`config.mk`:
```
export PLATFORM = sky130hd
export DESIGN_NAME = diode_bias_sweep_flat
export DESIGN_NICKNAME = d
export VERILOG_FILES = /design/src/rtl/diode_bias_sweep_pkg.sv /design/src/rtl/diode_bias_sweep_if.sv /design/src/rtl/diode_bias_sweep_timer.sv /design/src/rtl/diode_bias_sweep.sv /design/src/flat_wrapper.sv
export SDC_FILE = /design/constraint.sdc
export NUM_CORES = 1
export LEC_CHECK = 0
export CAP_MARGIN = 10
export CORE_MARGIN = 1
export CORE_UTILIZATION = 55
export CTS_CLUSTER_SIZE = 12
export DETAILED_ROUTE_END_ITERATION = 8
export HOLD_SLACK_MARGIN = 0.06
export PLACE_DENSITY_LB_ADDON = 0.05
export REMOVE_ABC_BUFFERS = 1
export SETUP_SLACK_MARGIN = 0.1
export SLEW_MARGIN = 20
export SYNTH_ARGS = -nofsm -noshare
export SYNTH_HDL_FRONTEND = slang
export SYNTH_SLANG_ARGS = --single-unit
```
`constraint.sdc`:
```
create_clock -name clk -period 6 [get_ports clk]
set_input_delay 0.6 -clock clk [delete_from_list [all_inputs] [get_ports clk]]
set_output_delay 0.6 -clock clk [all_outputs]
set_load 0.03 [all_outputs]
```
`src/rtl/diode_bias_sweep_pkg.sv`:
```
// diode_sweep_pkg: shared state codes and sizing helpers for the diode bias sweep
package diode_sweep_pkg;
  localparam logic [3:0] ST_IDLE        = 4'd0;
  localparam logic [3:0] ST_WRITE       = 4'd1;
  localparam logic [3:0] ST_WAIT_SPI    = 4'd2;
  localparam logic [3:0] ST_SETTLE      = 4'd3;
  localparam logic [3:0] ST_PAUSE       = 4'd4;
  localparam logic [3:0] ST_CHECK       = 4'd5;
  localparam logic [3:0] ST_STEP        = 4'd6;
  localparam logic [3:0] ST_LOCK        = 4'd7;
  localparam logic [3:0] ST_LOCKWR_WAIT = 4'd8;
  localparam logic [3:0] ST_DONE        = 4'd9;
  localparam logic [3:0] ST_FAIL        = 4'd10;
  function automatic int us_to_ticks(input int us, input int clk_mhz);
    return us * clk_mhz;
  endfunction
  function automatic int timer_w(input int max_ticks);
    return (max_ticks < 2) ? 1 : $clog2(max_ticks + 1);
  endfunction
endpackage

```
`src/rtl/diode_bias_sweep_if.sv`:
```
// diode_bias_sweep_if: control, qualification and SPI handshake bundle of the sweep controller
interface diode_bias_sweep_if #(parameter int DAC_W = 8);
  logic             start;
  logic             abort;
  logic             noise_valid;
  logic             spi_done;
  logic [DAC_W-1:0] voltage;
  logic             spi_start;
  logic             store_en;
  logic             locked;
  logic             fail;
  logic             busy;
  modport master (
    input  start, abort, noise_valid, spi_done,
    output voltage, spi_start, store_en, locked, fail, busy
  );
  modport slave (
    output start, abort, noise_valid, spi_done,
    input  voltage, spi_start, store_en, locked, fail, busy
  );
endinterface

```
`src/rtl/diode_bias_sweep_timer.sv`:
```
// sweep_timer: loadable down-counter, expire flags the final cycle of the loaded count
module sweep_timer #(
  parameter int W = 8
) (
  input  logic         clk,
  input  logic         reset,
  input  logic         load,
  input  logic [W-1:0] load_val,
  output logic         expire
);
  logic [W-1:0] count_q;
  always_ff @(posedge clk) begin
    if (reset) count_q <= '0;
    else if (load) count_q <= load_val;
    else if (count_q != '0) count_q <= count_q - 1'b1;
  end
  assign expire = (count_q == '0);
endmodule

```
`src/rtl/diode_bias_sweep.sv`:
```
// diode_bias_sweep: ramps a DAC code until the noise detector confirms lock, then stores a backed-off code
module diode_bias_sweep
  import diode_sweep_pkg::*;
#(
  parameter int DAC_W         = 8,
  parameter int V_START       = 0,
  parameter int V_MAX         = 255,
  parameter int STEP          = 1,
  parameter int SETTLE_TICKS  = 19000,
  parameter int PAUSE_TICKS   = 250,
  parameter int CHECK_TICKS   = 5750,
  parameter int CONFIRM_N     = 4,
  parameter int BACKOFF_STEPS = 3,
  parameter int SAMPLE_MODE   = 0
) (
  input logic              clk,
  input logic              reset,
  diode_bias_sweep_if.master bus
);
  localparam int MAXT = (SETTLE_TICKS > PAUSE_TICKS) ?
                        ((SETTLE_TICKS > CHECK_TICKS) ? SETTLE_TICKS : CHECK_TICKS) :
                        ((PAUSE_TICKS > CHECK_TICKS) ? PAUSE_TICKS : CHECK_TICKS);
  localparam int TW = timer_w(MAXT);
  logic [3:0]       state_q, state_d;
  logic [DAC_W-1:0] volt_q, volt_d;
  logic [3:0]       cnt_q, cnt_d;
  logic             lockwr_q, lockwr_d;
  logic             sticky_q, sticky_d;
  logic             load, expire, valid;
  logic [TW-1:0]    load_val;
  logic [DAC_W:0]   sum;
  logic [DAC_W+3:0] vext, back;
  assign sum   = {1'b0, volt_q} + (DAC_W+1)'(STEP);
  assign vext  = {4'b0, volt_q};
  assign back  = (DAC_W+4)'(BACKOFF_STEPS * STEP);
  assign valid = (SAMPLE_MODE != 0) ? (sticky_q & bus.noise_valid) : bus.noise_valid;
  always_comb begin
    state_d  = state_q;
    volt_d   = volt_q;
    cnt_d    = cnt_q;
    lockwr_d = lockwr_q;
    sticky_d = sticky_q;
    if (bus.abort) begin
      state_d  = ST_IDLE;
      cnt_d    = '0;
      lockwr_d = 1'b0;
    end else begin
      case (state_q)
        ST_IDLE, ST_DONE, ST_FAIL: if (bus.start) begin
          state_d  = ST_WRITE;
          volt_d   = DAC_W'(V_START);
          cnt_d    = '0;
          lockwr_d = 1'b0;
        end
        ST_WRITE:    state_d = ST_WAIT_SPI;
        ST_WAIT_SPI: if (bus.spi_done) state_d = lockwr_q ? ST_LOCKWR_WAIT : ST_SETTLE;
        ST_SETTLE:   if (expire) state_d = ST_PAUSE;
        ST_PAUSE: if (expire) begin
          state_d  = ST_CHECK;
          sticky_d = 1'b1;
        end
        ST_CHECK: begin
          sticky_d = sticky_q & bus.noise_valid;
          if (expire) begin
            cnt_d   = valid ? cnt_q + 1'b1 : '0;
            state_d = (valid && ({1'b0, cnt_q} + 5'd1) == 5'(CONFIRM_N)) ? ST_LOCK : ST_STEP;
          end
        end
        ST_STEP: begin
          state_d = (sum > (DAC_W+1)'(V_MAX)) ? ST_FAIL : ST_WRITE;
          volt_d  = (sum > (DAC_W+1)'(V_MAX)) ? volt_q : sum[DAC_W-1:0];
        end
        // lock write reuses WRITE/WAIT_SPI; lockwr_q steers its completion to LOCKWR_WAIT
        ST_LOCK: begin
          volt_d   = (vext >= back) ? DAC_W'(vext - back) : '0;
          lockwr_d = 1'b1;
          state_d  = ST_WRITE;
        end
        ST_LOCKWR_WAIT: state_d = ST_DONE;
        default:        state_d = ST_IDLE;
      endcase
    end
  end
  assign load     = (state_d != state_q);
  assign load_val = (state_d == ST_SETTLE) ? TW'(SETTLE_TICKS - 1) :
                    (state_d == ST_PAUSE)  ? TW'(PAUSE_TICKS - 1)  :
                    (state_d == ST_CHECK)  ? TW'(CHECK_TICKS - 1)  : '0;
  sweep_timer #(.W(TW)) u_timer (
    .clk      (clk),
    .reset    (reset),
    .load     (load),
    .load_val (load_val),
    .expire   (expire)
  );
  always_ff @(posedge clk) begin
    if (reset) begin
      state_q  <= ST_IDLE;
      volt_q   <= '0;
      cnt_q    <= '0;
      lockwr_q <= 1'b0;
      sticky_q <= 1'b0;
    end else begin
      state_q  <= state_d;
      volt_q   <= volt_d;
      cnt_q    <= cnt_d;
      lockwr_q <= lockwr_d;
      sticky_q <= sticky_d;
    end
  end
  assign bus.voltage   = volt_q;
  assign bus.spi_start = (state_q == ST_WRITE) & ~bus.abort & ~reset;
  assign bus.store_en  = (state_q == ST_LOCKWR_WAIT) & ~bus.abort & ~reset;
  assign bus.locked    = (state_q == ST_DONE);
  assign bus.fail      = (state_q == ST_FAIL);
  assign bus.busy      = ~(state_q == ST_IDLE || state_q == ST_DONE || state_q == ST_FAIL);
endmodule

```
`src/flat_wrapper.sv`:
```
// flat-port wrapper written by rule: the top's interface ports become plain ports
module diode_bias_sweep_flat import diode_sweep_pkg::*;
#(
  parameter int DAC_W         = 8,
  parameter int V_START       = 0,
  parameter int V_MAX         = 255,
  parameter int STEP          = 1,
  parameter int SETTLE_TICKS  = 19000,
  parameter int PAUSE_TICKS   = 250,
  parameter int CHECK_TICKS   = 5750,
  parameter int CONFIRM_N     = 4,
  parameter int BACKOFF_STEPS = 3,
  parameter int SAMPLE_MODE   = 0
)
  (clk, reset, bus_start, bus_abort, bus_noise_valid, bus_spi_done, bus_voltage, bus_spi_start, bus_store_en, bus_locked, bus_fail, bus_busy);
  diode_bias_sweep_if #(.DAC_W(DAC_W)) bus_i ();
  input logic clk;
  input logic reset;
  input wire logic [$bits(bus_i.start)-1:0] bus_start;
  input wire logic [$bits(bus_i.abort)-1:0] bus_abort;
  input wire logic [$bits(bus_i.noise_valid)-1:0] bus_noise_valid;
  input wire logic [$bits(bus_i.spi_done)-1:0] bus_spi_done;
  output wire logic [$bits(bus_i.voltage)-1:0] bus_voltage;
  output wire logic [$bits(bus_i.spi_start)-1:0] bus_spi_start;
  output wire logic [$bits(bus_i.store_en)-1:0] bus_store_en;
  output wire logic [$bits(bus_i.locked)-1:0] bus_locked;
  output wire logic [$bits(bus_i.fail)-1:0] bus_fail;
  output wire logic [$bits(bus_i.busy)-1:0] bus_busy;
  assign bus_i.start = bus_start;
  assign bus_i.abort = bus_abort;
  assign bus_i.noise_valid = bus_noise_valid;
  assign bus_i.spi_done = bus_spi_done;
  assign bus_voltage = bus_i.voltage;
  assign bus_spi_start = bus_i.spi_start;
  assign bus_store_en = bus_i.store_en;
  assign bus_locked = bus_i.locked;
  assign bus_fail = bus_i.fail;
  assign bus_busy = bus_i.busy;
  diode_bias_sweep #(.DAC_W(DAC_W), .V_START(V_START), .V_MAX(V_MAX), .STEP(STEP), .SETTLE_TICKS(SETTLE_TICKS), .PAUSE_TICKS(PAUSE_TICKS), .CHECK_TICKS(CHECK_TICKS), .CONFIRM_N(CONFIRM_N), .BACKOFF_STEPS(BACKOFF_STEPS), .SAMPLE_MODE(SAMPLE_MODE)) u_core (.clk(clk), .reset(reset), .bus(bus_i));
endmodule
```
==> reports/results.txt <==
final net count: 338
sequential area share after synthesis: 27.2%
Min Clock Period, post-route: 3.44 ns
Worst slew margin: 45.6%
# Post-CTS Setup Buffers: 0
WL/cell: 14.1 µm
hold_buf cts: 0
met2 usage: 38.1%
Power Total: 789 µW
WS Path Type: in -> out
final wirelength: 5330 µm
Worst-Skew Late Latency: 0.29 ns
Ys Warns: 0
share of flip-flops with an asynchronous set or reset: 0%
IO Count: 19
cell count after synthesis: 319
clk root buf: clkbuf_8
PortBufs: 18
crit path cell chain: clkdlybuf4s50_1 -> or2_2 -> nor4_1 -> clkdlybuf4s50_1
total track usage: 24.6%
Via density: 6.01
arrival time of the worst setup path: 2.84 ns
Pleak: 0.937 nW
CTS tree: built
Die Span Y: 67.4 µm
DP HPWL: 3790 µm
Mapped Area: 0.00235 mm²
H-tree levels: 2
MaxCap Viol Count: 0
power per cell area: 297 mW/mm²
M1 GR Usage: 34.0%
clk slew on worst S/H paths: 0.07 ns
Worst path most repeated cell: clkdlybuf4s50_1
cts repair resizes: 0
Hold Slack: 0.501 ns
Worst path slowest cell: clkdlybuf4s50_1
Setup TNS: 0 ns
vias in the first global route: 1820
layout cells sized above 1: 7.01%
Final Skew: 0.00636 ns
Final ANT Viol Nets: 0
flop2flop setup slack: 2.75 ns
Final Hold Vio Count: 0
Synth Register Bits: 32
non-filler cells in the finished layout: 378
grt met3 use: 4.56%
fin crit share: 57.4%
Residual DRC: 0
clk sinks: 32
synthesis-to-layout area growth: 12.8%
Post-synth top flop: dfxtp_1
type of element launching the critical path: primary input
# diodes: 0
DIE AREA: 0.00455 mm²
Hold Path Class: reg -> reg
largest net degree at the start of global routing: 26
vias: 2272
Initial Util: 58.0%
DR pass1 iterations: 4
Die W: 67.4 µm
Num CTS Buffers: 5
CP peak stage delay: 0.78 ns
VDD IR max: 308 µV
Rows: 23
GPL Wtd Cong: 0.868
Slew @ Worst Pin: 0.815 ns
initial antenna violation count: 0
CORE AREA: 0.00406 mm²
Synth cell types: 60
number of synthesized flops with an enable pin: 0
Crit path required time: 5.40 ns
1st-iter DRT viols: 200
status: finished, final reports clean
Placed Instances: 370
gr ovfl total: 0
gr busiest metal: met2
first-pass GRT wire length: 8470 µm
fmax: 290 MHz
nature of the critical path endpoint: primary output
RSZ-0062 raised after global routing: false
CTS max path bufs: 2
Final setup viols: 0
critical path fanouts, max: 19
Slew Limit Fails: 0
Post-Syn Area per Cell: 7.38 µm²
==> per-stage QoR <==
step	cell area, µm²	utilization, %	worst slack, ns
after floorplan	2290	-	3.22
after global placement	2530	62.3	2.61
after detailed placement	2530	62.3	2.55
after CTS	2660	65.4	2.55
after global routing	2660	65.4	2.38
final	2660	65.4	2.56
==> path summary, 6_finish.rpt <==
kind,cells past startpoint,start,end
min,2,u_core.cnt_q[1],u_core.cnt_q[1]
min reg2reg,2,u_core.cnt_q[1],u_core.cnt_q[1]
max,4,reset,bus_spi_start
max reg2reg,10,u_core.u_timer.count_q[0],u_core.u_timer.count_q[14]
==> cell families (layout without fill, tap and decap cells) <==
| kind of cell | count (synthesis) | after routing | synth area share [%] |
|---|---|---|---|
| AND/OR/NAND/NOR | 155 | 155 | 35.2 |
| AO/OA/AOI/OAI | 83 | 83 | 23.1 |
| flip-flops | 32 | 32 | 27.2 |
| buffers and inverters | 24 | 33 | 4.04 |
| XOR/XNOR | 16 | 16 | 5.95 |
| adder cells (fa/ha/maj) | 6 | 6 | 3.08 |
| multiplexers | 3 | 3 | 1.43 |
==> critical path: cells and delay by family <==
kind	cells	cell delay [ns]
simple gates	2	0.75
buf+inv	2	1.49
==> registers in the layout, summed over array words and instances (netlist names) <==
register                count
u_core.u_timer.count_q     15
u_core.bus.voltage          8
u_core.cnt_q                4
u_core.state_q              4
u_core.lockwr_q             1
==> layout by cell type (no fill, tap or decap), types with 3 or more instances in the layout <==
master and n:
nor4b_1 4, a21oi_1 27, clkdlybuf4s50_1 18, or2_2 6, or3_1 6, nor2_1 36
nand2b_1 8, a31o_2 3, ha_1 5, clkbuf_8 7, xnor2_1 10, dfxtp_1 32
o22ai_1 4, o21a_1 3, nand4_1 3, xor2_1 6, nand2_1 27, nor2b_1 10
and2_1 5, o21ai_0 17, a211o_1 3, a21o_1 3, o31ai_1 4, inv_1 7
nor4_1 10, nand3_1 8, nor3_1 18
==> cell type report <==
cell class,count,area [µm²]
inverter,7,26.3
tap,50,62.6
timing repair buffer,18,180
sequential,32,641
multi-input combinational,263,1620
clock buffer,7,96.3
fill,360,1400
clock inverter,1,30.0
==> synthesized netlist by cell type, drive strengths merged (2+ instances only) <==
cell type | count | area [µm²]
and2 | 5 | 31.3
buf | 5 | 23.8
nand3 | 8 | 40.0
ha | 5 | 62.6
a32oi | 2 | 17.5
nand4 | 3 | 18.8
o22ai | 4 | 25.0
o21ai | 17 | 85.1
nand3b | 2 | 15.0
a21o | 3 | 22.5
o21a | 3 | 22.5
or4 | 2 | 15.0
a31o | 3 | 26.3
xnor2 | 10 | 87.6
nand2b | 8 | 50.1
dfxtp | 32 | 641
mux2i | 3 | 33.8
o21bai | 3 | 33.8
a211oi | 2 | 15.0
xor2 | 6 | 52.6
a21oi | 27 | 135
nor4b | 4 | 35.0
clkbuf | 12 | 45.0
nor2b | 10 | 62.6
or3 | 7 | 48.8
nor3 | 18 | 90.1
nor4 | 11 | 83.8
o31ai | 4 | 30.0
a211o | 3 | 26.3
nor2 | 36 | 135
or2 | 7 | 43.8
nand2 | 27 | 101
inv | 7 | 26.3
==> power breakdown <==
| part | total [mW] | switching, mW | internal (mW) | leakage (nW) |
|---|---|---|---|---|
| Clock | 0.229 | 0.0820 | 0.147 | 0.0645 |
| Sequential | 0.269 | 0.0335 | 0.236 | 0.260 |
| Combinational | 0.291 | 0.158 | 0.133 | 0.612 |
==> layer usage <==
layer,part of all wire (%),up-vias,routed length [µm]
met1,50,1027,2640
met2,44,59,2340
met5,0,-,0
met4,1.6,0,86
li1,-,1177,-
met3,4.9,9,261
No activity file was read; power rests on OpenSTA's default activity.
